==> src/rtl/taxi_axi_wr_route_ctrl_pkg.sv <==
// Shared types for the AXI write route controller.
package taxi_axi_wr_route_ctrl_pkg;

    // Wide enough for any index up to 16 masters plus the DECERR source.
    localparam int M_COUNT_MAX = 16;
    localparam int CL_M_MAX    = $clog2(M_COUNT_MAX + 1);

    // One AW->W ordering record: target master index, or a DECERR burst.
    typedef struct packed {
        logic                decerr;
        logic [CL_M_MAX-1:0] sel;
    } ord_ent_t;

    typedef enum logic {
        B_IDLE,
        B_GRANT
    } b_state_t;

endpackage

==> src/rtl/taxi_axi_wr_route_ctrl_ord_fifo.sv <==
// AW->W ordering FIFO; push and pop in the same cycle are legal, including when full.
module taxi_axi_wr_route_ctrl_ord_fifo
    import taxi_axi_wr_route_ctrl_pkg::*;
#(
    parameter int DEPTH = 4
) (
    input  logic     clk,
    input  logic     rst_n,
    input  logic     push,
    input  ord_ent_t din,
    input  logic     pop,
    output logic     full,
    output logic     empty,
    output ord_ent_t head
);
    localparam int AW = $clog2(DEPTH);

    logic [AW:0] wr_q, rd_q;
    ord_ent_t    mem_q [DEPTH];
    logic        do_push, do_pop;

    assign empty   = (wr_q == rd_q);
    assign full    = (wr_q[AW] != rd_q[AW]) && (wr_q[AW-1:0] == rd_q[AW-1:0]);
    assign head    = mem_q[rd_q[AW-1:0]];
    assign do_pop  = pop & ~empty;
    assign do_push = push & (~full | do_pop);

    // Pointer update; the extra MSB distinguishes full from empty.
    always_ff @(posedge clk or negedge rst_n) begin
        if (!rst_n) begin
            wr_q <= '0;
            rd_q <= '0;
        end else begin
            if (do_push) wr_q <= wr_q + 1'b1;
            if (do_pop)  rd_q <= rd_q + 1'b1;
        end
    end

    // Storage needs no reset: entries are only read between push and pop.
    always_ff @(posedge clk) begin
        if (do_push) mem_q[wr_q[AW-1:0]] <= din;
    end

endmodule

==> src/rtl/taxi_axi_wr_route_ctrl.sv <==
// Write-crossbar control plane: AW gating, W steering, per-master outstanding
// counters, DECERR response queue and round-robin B arbiter.
// Optional statistics outputs: define TAXI_AXI_WR_ROUTE_CTRL_STATS_EN.
module taxi_axi_wr_route_ctrl
    import taxi_axi_wr_route_ctrl_pkg::*;
#(
    parameter  int M_COUNT    = 4,
    parameter  int FIFO_DEPTH = 4,
    parameter  int MAX_OUTST  = 8,
    localparam int CL_M       = $clog2(M_COUNT + 1)
) (
    input  logic               clk,
    input  logic               rst_n,
    input  logic               s_aw_valid,
    input  logic [CL_M-1:0]    s_aw_sel,
    input  logic               s_aw_decerr,
    output logic               s_aw_ready,
    output logic [M_COUNT-1:0] m_aw_valid,
    input  logic [M_COUNT-1:0] m_aw_ready,
    input  logic               s_w_valid,
    input  logic               s_w_last,
    output logic               s_w_ready,
    output logic [M_COUNT-1:0] m_w_valid,
    input  logic [M_COUNT-1:0] m_w_ready,
    output logic [CL_M-1:0]    w_sel,
    input  logic [M_COUNT-1:0] m_b_valid,
    output logic [M_COUNT-1:0] m_b_ready,
    output logic               s_b_valid,
    input  logic               s_b_ready,
    output logic [CL_M-1:0]    b_sel
`ifdef TAXI_AXI_WR_ROUTE_CTRL_STATS_EN
   ,output logic [31:0]        stat_aw_stall,
    output logic [31:0]        stat_derr
`endif
);
    localparam int CNT_W = $clog2(MAX_OUTST + 1);
    localparam int DP_W  = $clog2(FIFO_DEPTH + 1);

    logic [M_COUNT-1:0][CNT_W-1:0] cnt_q;
    logic [M_COUNT-1:0]            cnt_inc, cnt_dec;
    logic [DP_W-1:0]               derr_pend_q;
    b_state_t                      b_state_q, b_state_d;
    logic [CL_M-1:0]               grant_q, grant_d, ptr_q, ptr_d;
    logic                          fifo_full, fifo_empty, fifo_pop;
    ord_ent_t                      fifo_head, push_ent;
    logic [CNT_W-1:0]              cnt_sel;
    logic                          aw_rdy_sel, ok, aw_hs, w_hs, b_hs, derr_inc, derr_dec;
    logic [M_COUNT:0]              b_req;

    // Lowest requester at or after ptr, else lowest requester overall (wrap).
    function automatic logic [CL_M-1:0] rr_pick(input logic [M_COUNT:0] req,
                                                input logic [CL_M-1:0]  ptr);
        logic [CL_M-1:0] pick;
        pick = '0;
        for (int j = M_COUNT; j >= 0; j--)
            if (req[j]) pick = CL_M'(j);
        for (int j = M_COUNT; j >= 0; j--)
            if (req[j] && CL_M'(j) >= ptr) pick = CL_M'(j);
        return pick;
    endfunction

    // AW gating: zero-latency, blocked by a full order FIFO or a saturated counter.
    always_comb begin
        cnt_sel    = '0;
        aw_rdy_sel = 1'b0;
        m_aw_valid = '0;
        for (int i = 0; i < M_COUNT; i++) begin
            if (s_aw_sel == CL_M'(i)) begin
                cnt_sel    = cnt_q[i];
                aw_rdy_sel = m_aw_ready[i];
            end
        end
        ok         = !fifo_full && (s_aw_decerr || cnt_sel < CNT_W'(MAX_OUTST));
        s_aw_ready = rst_n & ok & (s_aw_decerr | aw_rdy_sel);
        for (int i = 0; i < M_COUNT; i++)
            m_aw_valid[i] = rst_n & s_aw_valid & ok & ~s_aw_decerr & (s_aw_sel == CL_M'(i));
        aw_hs           = s_aw_valid & s_aw_ready;
        push_ent.decerr = s_aw_decerr;
        push_ent.sel    = CL_M_MAX'(s_aw_sel);
    end

    taxi_axi_wr_route_ctrl_ord_fifo #(.DEPTH(FIFO_DEPTH)) u_fifo (
        .clk   (clk),
        .rst_n (rst_n),
        .push  (aw_hs),
        .din   (push_ent),
        .pop   (fifo_pop),
        .full  (fifo_full),
        .empty (fifo_empty),
        .head  (fifo_head)
    );

    // W steering from the FIFO head; DECERR bursts are accepted and dropped.
    always_comb begin
        w_sel     = '0;
        s_w_ready = 1'b0;
        m_w_valid = '0;
        if (rst_n && !fifo_empty) begin
            if (fifo_head.decerr) begin
                w_sel     = CL_M'(M_COUNT);
                s_w_ready = 1'b1;
            end else begin
                w_sel = CL_M'(fifo_head.sel);
                for (int i = 0; i < M_COUNT; i++) begin
                    if (fifo_head.sel == CL_M_MAX'(i)) begin
                        m_w_valid[i] = s_w_valid;
                        s_w_ready    = m_w_ready[i];
                    end
                end
            end
        end
        w_hs     = s_w_valid & s_w_ready;
        fifo_pop = w_hs & s_w_last;
        derr_inc = fifo_pop & fifo_head.decerr;
    end

    // B arbiter next state and outputs; a grant is held until its handshake.
    always_comb begin
        b_req     = {derr_pend_q != '0, m_b_valid};
        b_state_d = b_state_q;
        grant_d   = grant_q;
        ptr_d     = ptr_q;
        s_b_valid = 1'b0;
        b_sel     = '0;
        m_b_ready = '0;
        b_hs      = 1'b0;
        case (b_state_q)
            B_IDLE: begin
                if (|b_req) begin
                    grant_d   = rr_pick(b_req, ptr_q);
                    b_state_d = B_GRANT;
                end
            end
            B_GRANT: begin
                s_b_valid = 1'b1;
                b_sel     = grant_q;
                for (int i = 0; i < M_COUNT; i++)
                    if (grant_q == CL_M'(i)) m_b_ready[i] = s_b_ready;
                b_hs = s_b_ready;
                if (b_hs) begin
                    b_state_d = B_IDLE;
                    ptr_d     = (grant_q == CL_M'(M_COUNT)) ? '0 : grant_q + 1'b1;
                end
            end
            default: b_state_d = B_IDLE;
        endcase
        derr_dec = b_hs & (grant_q == CL_M'(M_COUNT));
        for (int i = 0; i < M_COUNT; i++) begin
            cnt_inc[i] = aw_hs & ~s_aw_decerr & (s_aw_sel == CL_M'(i));
            cnt_dec[i] = b_hs & (grant_q == CL_M'(i));
        end
    end

    // Arbiter state, grant and round-robin pointer.
    always_ff @(posedge clk or negedge rst_n) begin
        if (!rst_n) begin
            b_state_q <= B_IDLE;
            grant_q   <= '0;
            ptr_q     <= '0;
        end else begin
            b_state_q <= b_state_d;
            grant_q   <= grant_d;
            ptr_q     <= ptr_d;
        end
    end

    // Outstanding counters and DECERR queue depth; a decrement at 0 saturates.
    always_ff @(posedge clk or negedge rst_n) begin
        if (!rst_n) begin
            cnt_q       <= '0;
            derr_pend_q <= '0;
        end else begin
            for (int i = 0; i < M_COUNT; i++) begin
                if (cnt_inc[i] && !cnt_dec[i])
                    cnt_q[i] <= cnt_q[i] + 1'b1;
                else if (cnt_dec[i] && !cnt_inc[i] && cnt_q[i] != '0)
                    cnt_q[i] <= cnt_q[i] - 1'b1;
            end
            if (derr_inc && !derr_dec)
                derr_pend_q <= derr_pend_q + 1'b1;
            else if (derr_dec && !derr_inc && derr_pend_q != '0)
                derr_pend_q <= derr_pend_q - 1'b1;
        end
    end

    // A B response without a matching outstanding write is a protocol error.
    always_ff @(posedge clk) begin
        if (rst_n) begin
            for (int i = 0; i < M_COUNT; i++)
                assert (!(cnt_dec[i] && !cnt_inc[i] && cnt_q[i] == '0));
            assert (!(derr_dec && !derr_inc && derr_pend_q == '0));
        end
    end

`ifdef TAXI_AXI_WR_ROUTE_CTRL_STATS_EN
    logic [31:0] stat_aw_stall_q, stat_derr_q;
    assign stat_aw_stall = stat_aw_stall_q;
    assign stat_derr     = stat_derr_q;

    // Free-running event counters, wrapping at 2^32.
    always_ff @(posedge clk or negedge rst_n) begin
        if (!rst_n) begin
            stat_aw_stall_q <= '0;
            stat_derr_q     <= '0;
        end else begin
            if (s_aw_valid && !ok) stat_aw_stall_q <= stat_aw_stall_q + 1'b1;
            if (derr_dec)          stat_derr_q     <= stat_derr_q + 1'b1;
        end
    end
`endif

endmodule
==> config.mk <==
export PLATFORM = sky130hd
export DESIGN_NAME = taxi_axi_wr_route_ctrl
export DESIGN_NICKNAME = d
export VERILOG_FILES = /design/src/rtl/taxi_axi_wr_route_ctrl_pkg.sv /design/src/rtl/taxi_axi_wr_route_ctrl_ord_fifo.sv /design/src/rtl/taxi_axi_wr_route_ctrl.sv
export SDC_FILE = /design/constraint.sdc
export NUM_CORES = 1
export LEC_CHECK = 0
export BUFFER_PORTS_ARGS = -buffer_cell sky130_fd_sc_hd__buf_2
export CORE_MARGIN = 4
export CORE_UTILIZATION = 60
export CTS_BUF_LIST = sky130_fd_sc_hd__clkbuf_4
export CTS_CLUSTER_DIAMETER = 150
export DETAILED_ROUTE_END_ITERATION = 10
export PLACE_DENSITY = 0.82
export SKIP_LAST_GASP = 1
export SYNTH_ARGS = -nofsm -noshare
export SYNTH_HDL_FRONTEND = slang
export SYNTH_HIERARCHICAL = 1
export SYNTH_SLANG_ARGS = --single-unit
==> constraint.sdc <==
create_clock -name clk -period 4.4 [get_ports clk]
set_input_delay 0.44 -clock clk [delete_from_list [all_inputs] [get_ports clk]]
set_output_delay 0.44 -clock clk [all_outputs]
set_load 0.02 [all_outputs]
# Word level (Yosys, flattened, before mapping)
# Memory sizes are Yosys's and may differ from the RTL's.
# Index checks and enable logic that the tools add are counted.
# classes
eq_ne,13
n_reduce_logical,52
mux,56
addsub,13
n_bitwise,31
n_lt_le_gt_ge,6
# ops
cell,count
two-way mux 4 bit,15
two-way mux 3 bit,16
bitwise AND 1 bit,25
two-way mux 1 bit,24
logical AND 1 bit,23
"adder 4 x 1 -> 4 bit, second input constant",4
nonzero test 4 bit,4
"subtractor 4 x 1 -> 4 bit, second input constant",4
"adder 3 x 1 -> 3 bit, second input constant",4
"equality test 3 x 2 -> 1 bit, second input constant",4
zero test 1 bit,12
"equality test 5 x 2 -> 1 bit, second input constant",2
nonzero test 2 bit,5
"equality test 3 x 1 -> 1 bit, second input constant",2
"greater-or-equal comparator 1 x 3 -> 1 bit, first input constant",2
"greater-or-equal comparator 2 x 3 -> 1 bit, first input constant",2
zero test 3 bit,2
"equality test 5 x 1 -> 1 bit, second input constant",1
zero test 5 bit,1
OR reduction 5 bit,1
"less-than comparator 4 bit, second input constant",1
inverter 1 bit,4
AND reduction 2 bit,2
equality test 3 bit,1
9 further kinds,10
# word_totals
ram_bits,16
reg_bits,32
word_cells,182
in_bits,22
out_inout_bits,21
memories,1
# mem_list
memory,words,width,rd,rd_clocked_by_memory_dff,wr,line,source
u_fifo.mem_q,4,4,1,0,1,taxi_axi_wr_route_ctrl_ord_fifo.sv:19,ord_ent_t mem_q [DEPTH];

# Longest topological paths before layout
# depth
word_depth,18
mapped_depth,15
mapped_depth_nobuf,12

# Hierarchy
# Netlist, hierarchy kept.
# modules_own_cells
module,cells_per_inst,area_each_um2,n_inst,seq_area_each_um2
taxi_axi_wr_route_ctrl,225,2085.8,1,650.6
taxi_axi_wr_route_ctrl_ord_fifo,78,1335.0,1,870.8

# Worst setup path before layout
# OpenSTA, ideal clock, no wires.
# synth_timing
kind,flip-flop to flip-flop
startpoint,register u_fifo.rd_q[0]
endpoint,register cnt_q[3] in the netlist's numbering
t_arrival_ns,3.365
n_path_buf,1
t_required_ns,4.270
synth_period_minus_slack_ns,3.495
slack_ns,0.905
path_stages_with_launch,14
setup_ns,0.130
cell_sequence,dfrtp_1 buf_4 xor2_1 or2_2 nor2_1 nand4bb_1 nor3_1 or3b_2 ha_1 a21o_1 a21oi_1 nand2_1 a32oi_1 o21ai_0
# synth_via
elab_chain_cells,13
word_cells_on_any_way,15
cone_classes,eq/ne (1); mux (1); bitwise (5); reduce/logical (8)
# synth_rtl
element,line,source
"start, declared",taxi_axi_wr_route_ctrl_ord_fifo.sv:18,"logic [AW:0] wr_q, rd_q;"
"start signal, assigned",taxi_axi_wr_route_ctrl_ord_fifo.sv:35,if (do_pop) rd_q <= rd_q + 1'b1;
equality test 2 bit *,taxi_axi_wr_route_ctrl_ord_fifo.sv:23,assign full = (wr_q[AW] != rd_q[AW]) && (wr_q[AW-1:0] == rd_q[AW-1:0]);
logical AND 1 bit *,taxi_axi_wr_route_ctrl_ord_fifo.sv:23,
via fifo_full,taxi_axi_wr_route_ctrl.sv:44,"logic fifo_full, fifo_empty, fifo_pop;"
zero test 1 bit *,taxi_axi_wr_route_ctrl.sv:73,ok = !fifo_full && (s_aw_decerr || cnt_sel < CNT_W'(MAX_OUTST));
logical AND 1 bit *,taxi_axi_wr_route_ctrl.sv:73,
bitwise AND 1 bit * (2 in a row),taxi_axi_wr_route_ctrl.sv:74,s_aw_ready = rst_n & ok & (s_aw_decerr | aw_rdy_sel);
bitwise AND 1 bit *,taxi_axi_wr_route_ctrl.sv:77,aw_hs = s_aw_valid & s_aw_ready;
bitwise AND 1 bit * (2 in a row),taxi_axi_wr_route_ctrl.sv:149,cnt_inc[i] = aw_hs & ~s_aw_decerr & (s_aw_sel == CL_M'(i));
zero test 1 bit,taxi_axi_wr_route_ctrl.sv:176,else if (cnt_dec[i] && !cnt_inc[i] && cnt_q[i] != '0)
logical AND 1 bit (2 in a row),taxi_axi_wr_route_ctrl.sv:176,
nonzero test 2 bit (no source line),n/a,
"end signal, assigned by index",taxi_axi_wr_route_ctrl.sv:175,cnt_q[i] <= cnt_q[i] + 1'b1;
"end signal, assigned by index",taxi_axi_wr_route_ctrl.sv:177,cnt_q[i] <= cnt_q[i] - 1'b1;
"end, declared",taxi_axi_wr_route_ctrl.sv:39,logic [M_COUNT-1:0][CNT_W-1:0] cnt_q;
# Mark *: on every way through the listed nets, which the timed path passes. The rest lies on a longest branch.
# A chain may end at the register's enable or synchronous reset.

# Worst setup path in the final report
# layout_timing
startpoint,register u_fifo.rd_q[1]
endpoint,register cnt_q[7] in the netlist's numbering
# The elaborated chain is that of the path after synthesis.

==> impl_metrics.ini <==
[status]
outcome = finished, final reports clean

[setup_path]
timing.critical_path.from_type = flip-flop
cp_data_arrival_time_ns = 4.05
path_class = flip-flop to flip-flop
path_max_fanout = 11
r2r_setup_slack_ns = 0.65
cp_top_family = simple AND/OR/NAND/NOR gates
end_kind = flip-flop
slowest_delay_ns = 0.66
crit_buf_inv = 1
path_cells = xor2_1 -> or2_2 -> nor2_1 -> and4bb_2 -> o311ai_1 -> nor4_1 -> inv_1 -> ha_1 -> a21o_1 -> a21oi_1 -> mux2i_1 -> xnor2_1
crit_required_ns = 4.70
crit_path_top_delay_cell = xor2_1

[timing]
rsz0062_at_grt = no
fin_skew_ns = 0.00802
timing.setup.tns_ns = 0
slew_viol_final = 0
setup_viol_count_final = 0
slew_headroom_pct = 49.2
hold_viol_final = 0
timing.final.crit_share_pct = 85.2
tightestPinTransition_ns = 0.760
fin_crit_ns = 3.75
fmax_ghz = 0.267

[place]
gp_congestion = 0.909
hpwl_um = 5320
dp.cells = 416
port_buffers = 42

[synthesis]
synthXorXnorAreaFrac_pct = 3.84
syn_inst = 303
muxShareOfSynthArea_pct = 10.1
synthAdderAreaFrac_pct = 9.51
avgSynthCellArea_um2 = 11.3
synth_edf_count = 24
seq_area_frac_synth_pct = 44.5
ys_warn_count = 6
ys_seq_elements = 56
synth_top_family_by_area = simple AND/OR/NAND/NOR gates
syn_area_um2 = 3420
synth-simple-area-share_pct = 15.9
synth_cell_types = 62
synthArstFlopShare_pct = 57.1
synth-main-ff-cell = dfrtp_1
synth_compound_area_share_pct = 12.7

[pwr]
seqPwrFrac_pct = 41.6
power.density_nw_per_um2 = 585
netSwitchingFraction_pct = 40.4
power_frac_clock_pct = 15.2
internal_power_mw = 1.33
p_leak_nw = 1.66
ir_drop_v = 0.000291
combinationalPowerShare_pct = 43.3
p_sw_mw = 0.901

[floorplan]
fp-row-count = 27
die_h_um = 83.5
start_util_pct = 62.1
core_area_um2 = 5510
die_area_um2 = 6970
ios = 43
fp.dieW_um = 83.5

[drt]
num_vias = 2528
wl_per_cell_um = 16.3
drtIter0Drc = 139
dr.pass1.iters = 4
viasPerCell = 5.95
ant_nets = 0
wl_um = 6920
route.detailed.drc = 0

[cells_and_area]
fillers = 418
areaGrowthSynthToFinish_pct = 11.6
num-nets-final = 397
diodes = 0
drive_above_1_share_pct = 20.1
stdcell_count = 425

[clock_network]
clockRootBuffer = clkbuf_4
clock_latency_ns = 0.38
path_clk_slew_ns = 0.16
clockBufferDepth = 2
cts_tree = yes
cts_max_level = 2
cts_buffers = 5
clock_sinks = 56

[global_routing]
grt_pass1_wl_um = 12200
grt_max_degree = 32
antenna_found_initial = 0
grt_overflow = 0
grt_pass1_vias = 2533
track_usage_pct = 21.3

[run]
drv_cap = 0

[worst_hold_path]
hold_path_class = primary input to flip-flop
## flip-flops by register name, indices dropped and copies added (netlist names)
register      flops
u_fifo/wr_q       3
ptr_q             3
derr_pend_q       3
grant_q           3
u_fifo/mem_q     24
b_state_q         1
cnt_q            16
u_fifo/rd_q       3
## cell families (layout without fill, tap and decap cells)
logic type	Yosys count	in the layout
buf+inv	25	68
fa+ha+maj	23	23
other cells	1	8
compound gates	60	60
xor+xnor	15	15
simple gates	99	99
flops	56	56
mux	24	24
## path summary, 6_finish.rpt
path,end,startpoint,depth (start not counted)
max,cnt_q[7],u_fifo/rd_q[1],12
min,u_fifo/mem_q[2][2],s_aw_sel[2],1
max reg2reg,cnt_q[7],u_fifo/rd_q[1],12
min reg2reg,derr_pend_q[2],derr_pend_q[2],1
max in group asynchronous,cnt_q[6],rst_n,3
min in group asynchronous,cnt_q[8],rst_n,2
## worst register-to-register path, delay by kind of cell, from the launching register on
family,cells,cell delay [ns]
XOR/XNOR,2,0.80
multiplexers,1,0.25
AO/OA/AOI/OAI,3,0.46
buffers and inverters,1,0.18
adder cells (fa/ha/maj),1,0.31
AND/OR/NAND/NOR,4,1.10
flip-flops,1,0.59
## layout make-up
class                           instances  area [um2]  area share (%)
Inverter                               16        60.1            1.57
Clock buffer                            5        37.5           0.983
Multi-Input combinational cell        229        1810            47.5
Tap cell                               72        90.1            2.36
Sequential cell                        56        1520            39.9
Timing Repair Buffer                   44         228            5.97
Clock inverter                          3        68.8            1.80
## power by group through the flow
stage	combinational, mW	clock (mW)	sequential [mW]
floorplan	0.808	0	0.849
global placement	0.912	0	0.925
detailed placement	0.958	0	0.936
CTS	0.968	0.348	0.924
global route	1.09	0.374	0.963
finish	0.966	0.338	0.927
## Yosys cell counts (3+ instances only)
library cell	count	area share, %
and2_1	10	1.8
nor4_1	4	0.73
fa_1	5	2.9
inv_1	16	1.8
nand4_1	3	0.55
nand2_1	19	2.1
nor2b_1	4	0.73
nand3_1	4	0.59
nand2b_1	4	0.73
o41ai_1	3	0.77
nor2_1	18	2.0
a21oi_1	8	1.2
o31ai_1	5	1.1
xor2_1	8	2.0
mux2i_1	6	1.8
o21a_1	3	0.66
nor3_1	8	1.2
or2_2	3	0.55
ha_1	18	6.6
mux2_1	5	1.6
mux2_2	5	1.6
edfxtp_1	24	21
o21ai_0	14	2.0
and3_1	8	1.5
dfrtp_1	32	23
a21o_1	6	1.3
clkbuf_1	5	0.55
mux4_2	7	4.6
xnor2_1	7	1.8
## routing by layer
metal  GRT usage [%]  part of all wire (%)  vias up
li1                -                     -     1218
met1            29.4                    46     1220
met2            34.4                    46       80
met3            4.54                   5.6       10
met4            5.70                   1.4        0
met5               0                     0        -
## per-stage QoR
| step | area (um2) | setup slack (ns) | hold WS, ns | util, % | total power [mW] |
|---|---|---|---|---|---|
| 5_1_grt | 3820 | 0.212 | 0.329 | 69.3 | 2.42 |
| 2_1_floorplan | 3450 | 0.905 | 0.144 | - | 1.66 |
| 4_1_cts | 3820 | 0.716 | 0.340 | 69.3 | 2.24 |
| 3_3_place_gp | 3700 | 0.947 | 0.297 | 67.2 | 1.84 |
| 6_report | 3820 | 0.649 | 0.370 | 69.3 | 2.23 |
| 3_5_place_dp | 3700 | 0.761 | 0.299 | 67.2 | 1.89 |
## cell usage in the layout, fill, tap and decap left out, types with 7 or more instances in the layout
master    synthesis  layout
nand2_1          19      19
xnor2_1           7       7
dfrtp_1          32      32
xor2_1            8       8
mux4_2            7       7
o21ai_0          14      14
inv_1            16      16
edfxtp_1         24      24
and2_1           10      10
buf_2             1      42
ha_1             18      18
conb_1            1       8
a21oi_1           8       8
nor2_1           18      18
and3_1            8       8
nor3_1            8       8
## timing repair
action	in CTS	in global routing
hold endpoints to repair	4	0
hold buffers	1	0
resized for setup	0	0
setup buffers	0	0
No activity file was read; power rests on OpenSTA's default activity.
